**src/rtl/somador_pkg.sv**
```systemverilog
// Shared widths and operand/result types for the somador_8bits adder.
package somador_pkg;

  localparam int unsigned SOMA_WIDTH     = 7;
  localparam int unsigned SOMA_RES_WIDTH = SOMA_WIDTH + 1;

  typedef logic [SOMA_WIDTH-1:0]     operand_t;
  typedef logic [SOMA_RES_WIDTH-1:0] result_t;

endpackage

```
**src/rtl/full_adder.sv**
```systemverilog
// One-bit full adder cell used to build the ripple-carry chain.
module full_adder (
  input  logic a,
  input  logic b,
  input  logic cin,
  output logic s,
  output logic cout
);

  assign s    = a ^ b ^ cin;
  assign cout = (a & b) | (a & cin) | (b & cin);

endmodule

```
**src/rtl/somador_8bits.sv**
```systemverilog
// Registered ripple-carry adder with carry-in and one cycle of latency.
// Define SOMADOR_OVF_EN to add the registered signed-overflow output ovf.
module somador_8bits
  import somador_pkg::*;
#(
  parameter int unsigned WIDTH = SOMA_WIDTH
) (
  input  logic             clk,
  input  logic             rst_n,
  input  logic [WIDTH-1:0] S1,
  input  logic [WIDTH-1:0] S2,
  input  logic             C_in,
  input  logic             in_valid,
  output logic [WIDTH:0]   resultado,
  output logic             C_out,
  output logic             out_valid
`ifdef SOMADOR_OVF_EN
  ,
  output logic             ovf
`endif
);

  logic [WIDTH:0]   c;
  logic [WIDTH-1:0] sum;

  assign c[0] = C_in;

  // Ripple chain: carry of stage i feeds stage i+1.
  for (genvar i = 0; i < WIDTH; i++) begin : g_fa
    full_adder u_fa (
      .a    (S1[i]),
      .b    (S2[i]),
      .cin  (c[i]),
      .s    (sum[i]),
      .cout (c[i+1])
    );
  end

  // Result registers only load on valid, so idle-cycle input garbage never reaches them.
  always_ff @(posedge clk or negedge rst_n) begin
    if (!rst_n) begin
      resultado <= '0;
      C_out     <= 1'b0;
      out_valid <= 1'b0;
`ifdef SOMADOR_OVF_EN
      ovf       <= 1'b0;
`endif
    end else begin
      out_valid <= in_valid;
      if (in_valid) begin
        resultado <= {c[WIDTH], sum};
        C_out     <= c[WIDTH];
`ifdef SOMADOR_OVF_EN
        ovf       <= c[WIDTH] ^ c[WIDTH-1];
`endif
      end
    end
  end

endmodule

```
**config.mk**
```make
export PLATFORM = sky130hd
export DESIGN_NAME = somador_8bits
export DESIGN_NICKNAME = d
export VERILOG_FILES = /design/src/rtl/somador_pkg.sv /design/src/rtl/full_adder.sv /design/src/rtl/somador_8bits.sv
export SDC_FILE = /design/constraint.sdc
export NUM_CORES = 1
export LEC_CHECK = 0
export ABC_AREA = 1
export BUFFER_PORTS_ARGS = -buffer_cell sky130_fd_sc_hd__buf_2
export CELL_PAD_IN_SITES_DETAIL_PLACEMENT = 0
export CELL_PAD_IN_SITES_GLOBAL_PLACEMENT = 1
export CORE_MARGIN = 2
export CORE_UTILIZATION = 32
export DETAILED_ROUTE_END_ITERATION = 6
export PLACE_DENSITY = 0.79
export SETUP_SLACK_MARGIN = 0.4
export SLEW_MARGIN = 20
export SYNTH_ARGS = -nofsm -noshare
export SYNTH_HDL_FRONTEND = slang
export SYNTH_SLANG_ARGS = --single-unit
```
**constraint.sdc**
```tcl
create_clock -name clk -period 1 [get_ports clk]
set_input_delay 0.2 -clock clk [delete_from_list [all_inputs] [get_ports clk]]
set_output_delay 0.2 -clock clk [all_outputs]
set_load 0.02 [all_outputs]
```
==> results of run 1 <==
## registers in the layout, indices dropped and copies added (netlist names)
name,cells
out_valid,1
resultado,8
## layer usage
layer	GRT usage	vias to the layer above	part of all wire
met3	0.0204	2	0.056
li1	-	211	-
met2	0.215	16	0.54
met5	0	-	0
met1	0.146	197	0.39
met4	0.0909	0	0.014
## cells by family after synthesis
group,after synthesis,synth area share
adders and majority gates,7,0.272
buffers and inverters,13,0.117
DFF,9,0.437
and+or+nand+nor,24,0.175
## placed cells by master (no fill, tap or decap)
cell type       n
inv_6           1
dfrtp_1         2
inv_1           2
buf_8           1
buf_4           2
inv_2           7
buf_6          11
dfrtp_2         7
nand2_1        24
clkbuf_4        3
buf_2          15
dlygate4sd3_1   1
inv_12          1
clkbuf_1        1
fa_2            7
## how the worst max path moves through the flow
stage	start	endpoint	slack [ns]	depth (start not counted)
6_report	S1[0]	resultado[6]	-1.72	14
5_1_grt	S1[0]	resultado[6]	-1.81	14
4_1_cts	S1[0]	resultado[6]	-1.72	14
3_5_place_dp	S1[0]	resultado[6]	-2.06	14
3_3_place_gp	S1[0]	resultado[6]	-2.03	14
2_1_floorplan	S1[0]	resultado[6]	-1.80	13
## cells in the mapped netlist
library cell,n
dfrtp_1,9
buf_6,1
fa_1,7
nand2_1,24
inv_1,10
buf_4,1
inv_2,1
## metrics by stage
stage	power, µW	hold slack, ns
2_1_floorplan	686	-0.0956
3_3_place_gp	804	0.0563
3_5_place_dp	819	0.0654
4_1_cts	1210	0.165
5_1_grt	1300	0.172
6_report	1210	0.167
## power breakdown
| group | leakage (µW) | switching, µW | total (µW) | internal (µW) |
|---|---|---|---|---|
| combinational | 0.000314 | 224 | 461 | 238 |
| clock | 0.0000150 | 122 | 276 | 153 |
| sequential | 0.000101 | 46.6 | 478 | 431 |
| total | 0.000431 | 392 | 1210 | 822 |
## timing repair
action / 4_1_cts / 5_1_grt
gates resized for setup: 27 / 2
endpoints found under the hold margin: 9 / 0
pin swaps: 6 / 0
setup endpoints to repair: 18 / 18
hold buffers: 1 / 0
buffers inserted: 1 / 1
## area by class of cell
| cell class | count | area, µm² |
|---|---|---|
| clock buffer | 4 | 26.3 |
| inverter | 11 | 58.8 |
| fill | 151 | 681 |
| timing repair buffer | 30 | 239 |
| multi-input combinational | 31 | 248 |
| tap | 16 | 20.0 |
| sequential | 9 | 234 |
==> impl_metrics.toml, run 1 <==
[status]
status = "finished with violations"
violations = "setup timing"

[run]
max_cap_violations = 0

[power]
p_per_area_nw_per_um2 = 1470
leakagePower_uw = 0.000431
peakVddDrop_mv = 0.485

[synth]
synthCells = 53
synth_seq_area_share = 0.437
synthTopCellsByArea = "dfrtp_1 44%, fa_1 27%, nand2_1 17%"
synth.avg_cell_area_um2 = 9.73
synth-seq-cells = 9
yosysTopAreaCell = "dfrtp_1"
ys.warnings.count = 0
synth_cell_types = 7
yosysTopAreaCellShare = 0.437
synthesis.area_um2 = 515
synth.net_count = 78

[floorplan]
core_region_area_um2 = 1510
io_pins = 28
die_area_um2 = 1950
die_y_um = 44.1
start_util = 0.342
die_w_um = 44.1
rows = 14

[setup_path]
crit_path_end_kind = "register"
timing.rr.end = "resultado[6]"
cp.arrival_ns = 2.92
path_class = "input port to register"
r2r_start = "resultado[6]"
crit_required_ns = 1.20
path_common_cell = "fa_2"
r2r_cells = 4
ff2ff_setup_slack_ns = 0.16
path_max_fanout = 1
critical_path.top_delay_family = "adder cells"
cpPeakStageDelay_ns = 0.43
crit_chain = "buf_8 -> inv_12 -> fa_2 -> inv_2 -> fa_2 -> fa_2 -> fa_2 -> fa_2 -> fa_2 -> inv_2 -> fa_2 -> inv_2 -> nand2_1 -> nand2_1"
path_buf_inv = 5
cpMaxStageDelayCell = "fa_2"
cp-start-kind = "input port"

[cts]
clk_path_buf_depth = 2
cts_root_buf = "clkbuf_4"
path_clk_slew_ns = 0.06
clock-sinks = 9
cts_made_buffers = 3
cts_tree = "done"
clk_latency_ns = 0.25
cts_max_level = 1

[sta]
relSlewSlack = 0.863
tightest_slew_ns = 0.206
setup_viol = 11
rsz0062_at_grt = "yes"
fmax_mhz = 368
hold_viol = 0
fin_crit_ns = 2.72
fin_crit_sh = 2.72
final_max_slew_viol_count = 0
worst_slack_ns = -1.72
fin_tns_setup_ns = -6.82
skew_ns = 0

[place]
dp_cells = 94
io_buffers = 27
post-place-ws_ns = -2.06
placed_area_um2 = 693
gp_congestion = 0.692

[grt]
grt_remaining_overflow = 0
grt_usage = 0.127
grt_antenna_before_repair = 0
grt_pass1_vias = 434
grt_max_degree = 11
grt_pass1_wl_um = 1770

[detailed_routing]
drc_errors = 0
vias_per_cell = 4.22
first_iter_violations = 2
drtAntennaViolNets = 0
routed_wl_um = 1080
vias = 426
wire_per_inst_um = 10.7
dr.pass1.iters = 3

[final_layout]
finalInstanceArea_um2 = 826
diodes = 0
area_delta_synth_final_pct = 60.2
fin_util = 0.548
nets = 111
drive_above_1_share = 0.647
finalNonFillerCells = 101

[hold_path]
hp-start = "in_valid"
min_path_type = "input port to register"
whs_path_depth = 1
holdPathEnd = "out_valid"
No activity file was read; power rests on OpenSTA's default activity.
==> run 2, diff against run 1 <==
Settings changed: CORE_UTILIZATION 32 to 25, PLACE_DENSITY 0.79 to 0.64.
==> impl_metrics.toml, run 2 (same netlist as run 1, synthesis figures left out) <==
[grt]
grt_pass1_wl_um = 1980
grt_remaining_overflow = 0
grt_usage = 0.107
grt_max_degree = 11
grt_pass1_vias = 482
grt_antenna_before_repair = 0

[cts]
cts_made_buffers = 3
cts_tree = "done"
cts_root_buf = "clkbuf_4"
cts_max_level = 1
clk_latency_ns = 0.25
clk_path_buf_depth = 2
path_clk_slew_ns = 0.06
clock-sinks = 9

[detailed_routing]
vias_per_cell = 3.79
first_iter_violations = 3
wire_per_inst_um = 8.68
dr.pass1.iters = 2
vias = 432
drtAntennaViolNets = 0
routed_wl_um = 990
drc_errors = 0

[place]
gp_congestion = 0.663
placed_area_um2 = 707
post-place-ws_ns = -2.08
hpwl_um = 779
io_buffers = 27

[final_layout]
nets = 113
diodes = 0
multiInputGateArea_um2 = 250
mostFrequentLayoutCells = "23 x nand2_1, 15 x buf_2, 11 x buf_6"
area_delta_synth_final_pct = 66.3
finalInstanceArea_um2 = 857
seq_area_um2 = 234
layout_commonest_cell = "nand2_1"
regMostFlops = "resultado"
fillers = 212
drive_above_1_share = 0.667
reg.largest.list = "resultado: 8 flops, out_valid: 1 flops"
largest_reg_flops = 8

[setup_path]
r2r_start = "resultado[1]"
path_buf_inv = 5
path_common_cell = "fa_2"
crit_chain = "buf_8 -> inv_12 -> fa_2 -> inv_2 -> fa_2 -> fa_2 -> fa_2 -> fa_2 -> fa_2 -> inv_2 -> fa_2 -> inv_2 -> nand2_2 -> nand2_1"
crit_path_end_kind = "register"
cpPeakStageDelay_ns = 0.42
path_max_fanout = 1
critical_path.top_delay_family = "adder cells"
crit_required_ns = 1.19
cp.arrival_ns = 2.92
worstSetupStartpoint = "S1[0]"
cpMaxStageDelayCell = "fa_2"
path_class = "input port to register"
cp-start-kind = "input port"

[sta]
worst_slack_ns = -1.73
setup_viol = 9
tightest_slew_ns = 0.197
fin_crit_sh = 2.73
rsz0062_at_grt = "yes"
skew_ns = 0
relSlewSlack = 0.868
hold_viol = 0
final_max_slew_viol_count = 0
fmax_mhz = 367
fin_crit_ns = 2.73

[power]
peakVddDrop_mv = 0.663
clkPwrFrac = 0.222
p_per_area_nw_per_um2 = 1420
switching_share = 0.315
leakagePower_uw = 0.000441
combPwrFrac = 0.390
fin_total_pwr_uw = 1220
intPower_uw = 836
power_frac_seq = 0.388
power_switching_uw = 384

[floorplan]
start_util = 0.263
io_pins = 28
core_region_area_um2 = 1960
die_w_um = 49.4
die_y_um = 49.4
rows = 16
die_area_um2 = 2440

[hold_path]
hp-start = "in_valid"
min_path_type = "input port to register"

[status]
violations = "setup timing"
status = "finished with violations"

[run]
max_cap_violations = 0
run 2: cell types whose count changed in the layout (fill, tap and decap cells not counted):
cell,change
buf_4,+2
nand2_2,+1
nand2_1,-1
run 2: power by group through the flow:
stage / clock network, µW / logic [µW] / registers (µW)
detailed placement: 0 / 350 / 468
global placement: 0 / 348 / 465
CTS: 279 / 464 / 476
finish: 271 / 475 / 473
floorplan: 0 / 144 / 541
global route: 316 / 530 / 481
run 2: area by class of cell:
type,instances,area share
inverters,11,0.0686
multi-input cells,31,0.292
well taps,27,0.0394
clock buffers,4,0.0307
repair buffers,32,0.296
flip-flops and latches,9,0.273
run 2: worst register-to-register path, cell delays in order, from the launching register on:
cell,delay [ns]
dfrtp_2,0.41
buf_4,0.13
buf_4,0.12
nand2_1,0.05
nand2_1,0.05
run 2: metrics by stage:
step	util	hold WS, ns	instances	TNS, ns
3_3_place_gp	0.360	0.0584	105	-9.37
6_report	0.437	0.182	114	-6.76
4_1_cts	0.432	0.167	113	-6.84
2_1_floorplan	-	-0.0956	53	-7.57
3_5_place_dp	0.360	0.0565	105	-9.43
5_1_grt	0.437	0.167	114	-7.44
run 2: what timing repair did:
action | in CTS | in global routing
buffers inserted | 3 | 1
endpoints found under the setup margin | 18 | 18
hold buffers | 1 | 0
pin swaps | 6 | 1
resized for setup | 26 | 4
hold endpoints to repair | 9 | 0
run 2: final timing paths:
kind	slack (ns)	endpoint	cells after the start
setup / recovery	-1.73	resultado[6]	14
hold / removal	0.18	out_valid	1
min in group asynchronous	0.33	resultado[2]	2
max in group asynchronous	0.48	resultado[7]	2
setup reg to reg	0.15	resultado[1]	4
hold reg to reg	0.49	resultado[6]	2
run 2: routing by layer:
metal  vias up  wire length, µm  GRT usage
li1        215                -          -
met3         0               53     0.0491
met2        16              536      0.182
met1       201              400      0.120
met4         0                0     0.0278
met5         -                0          0
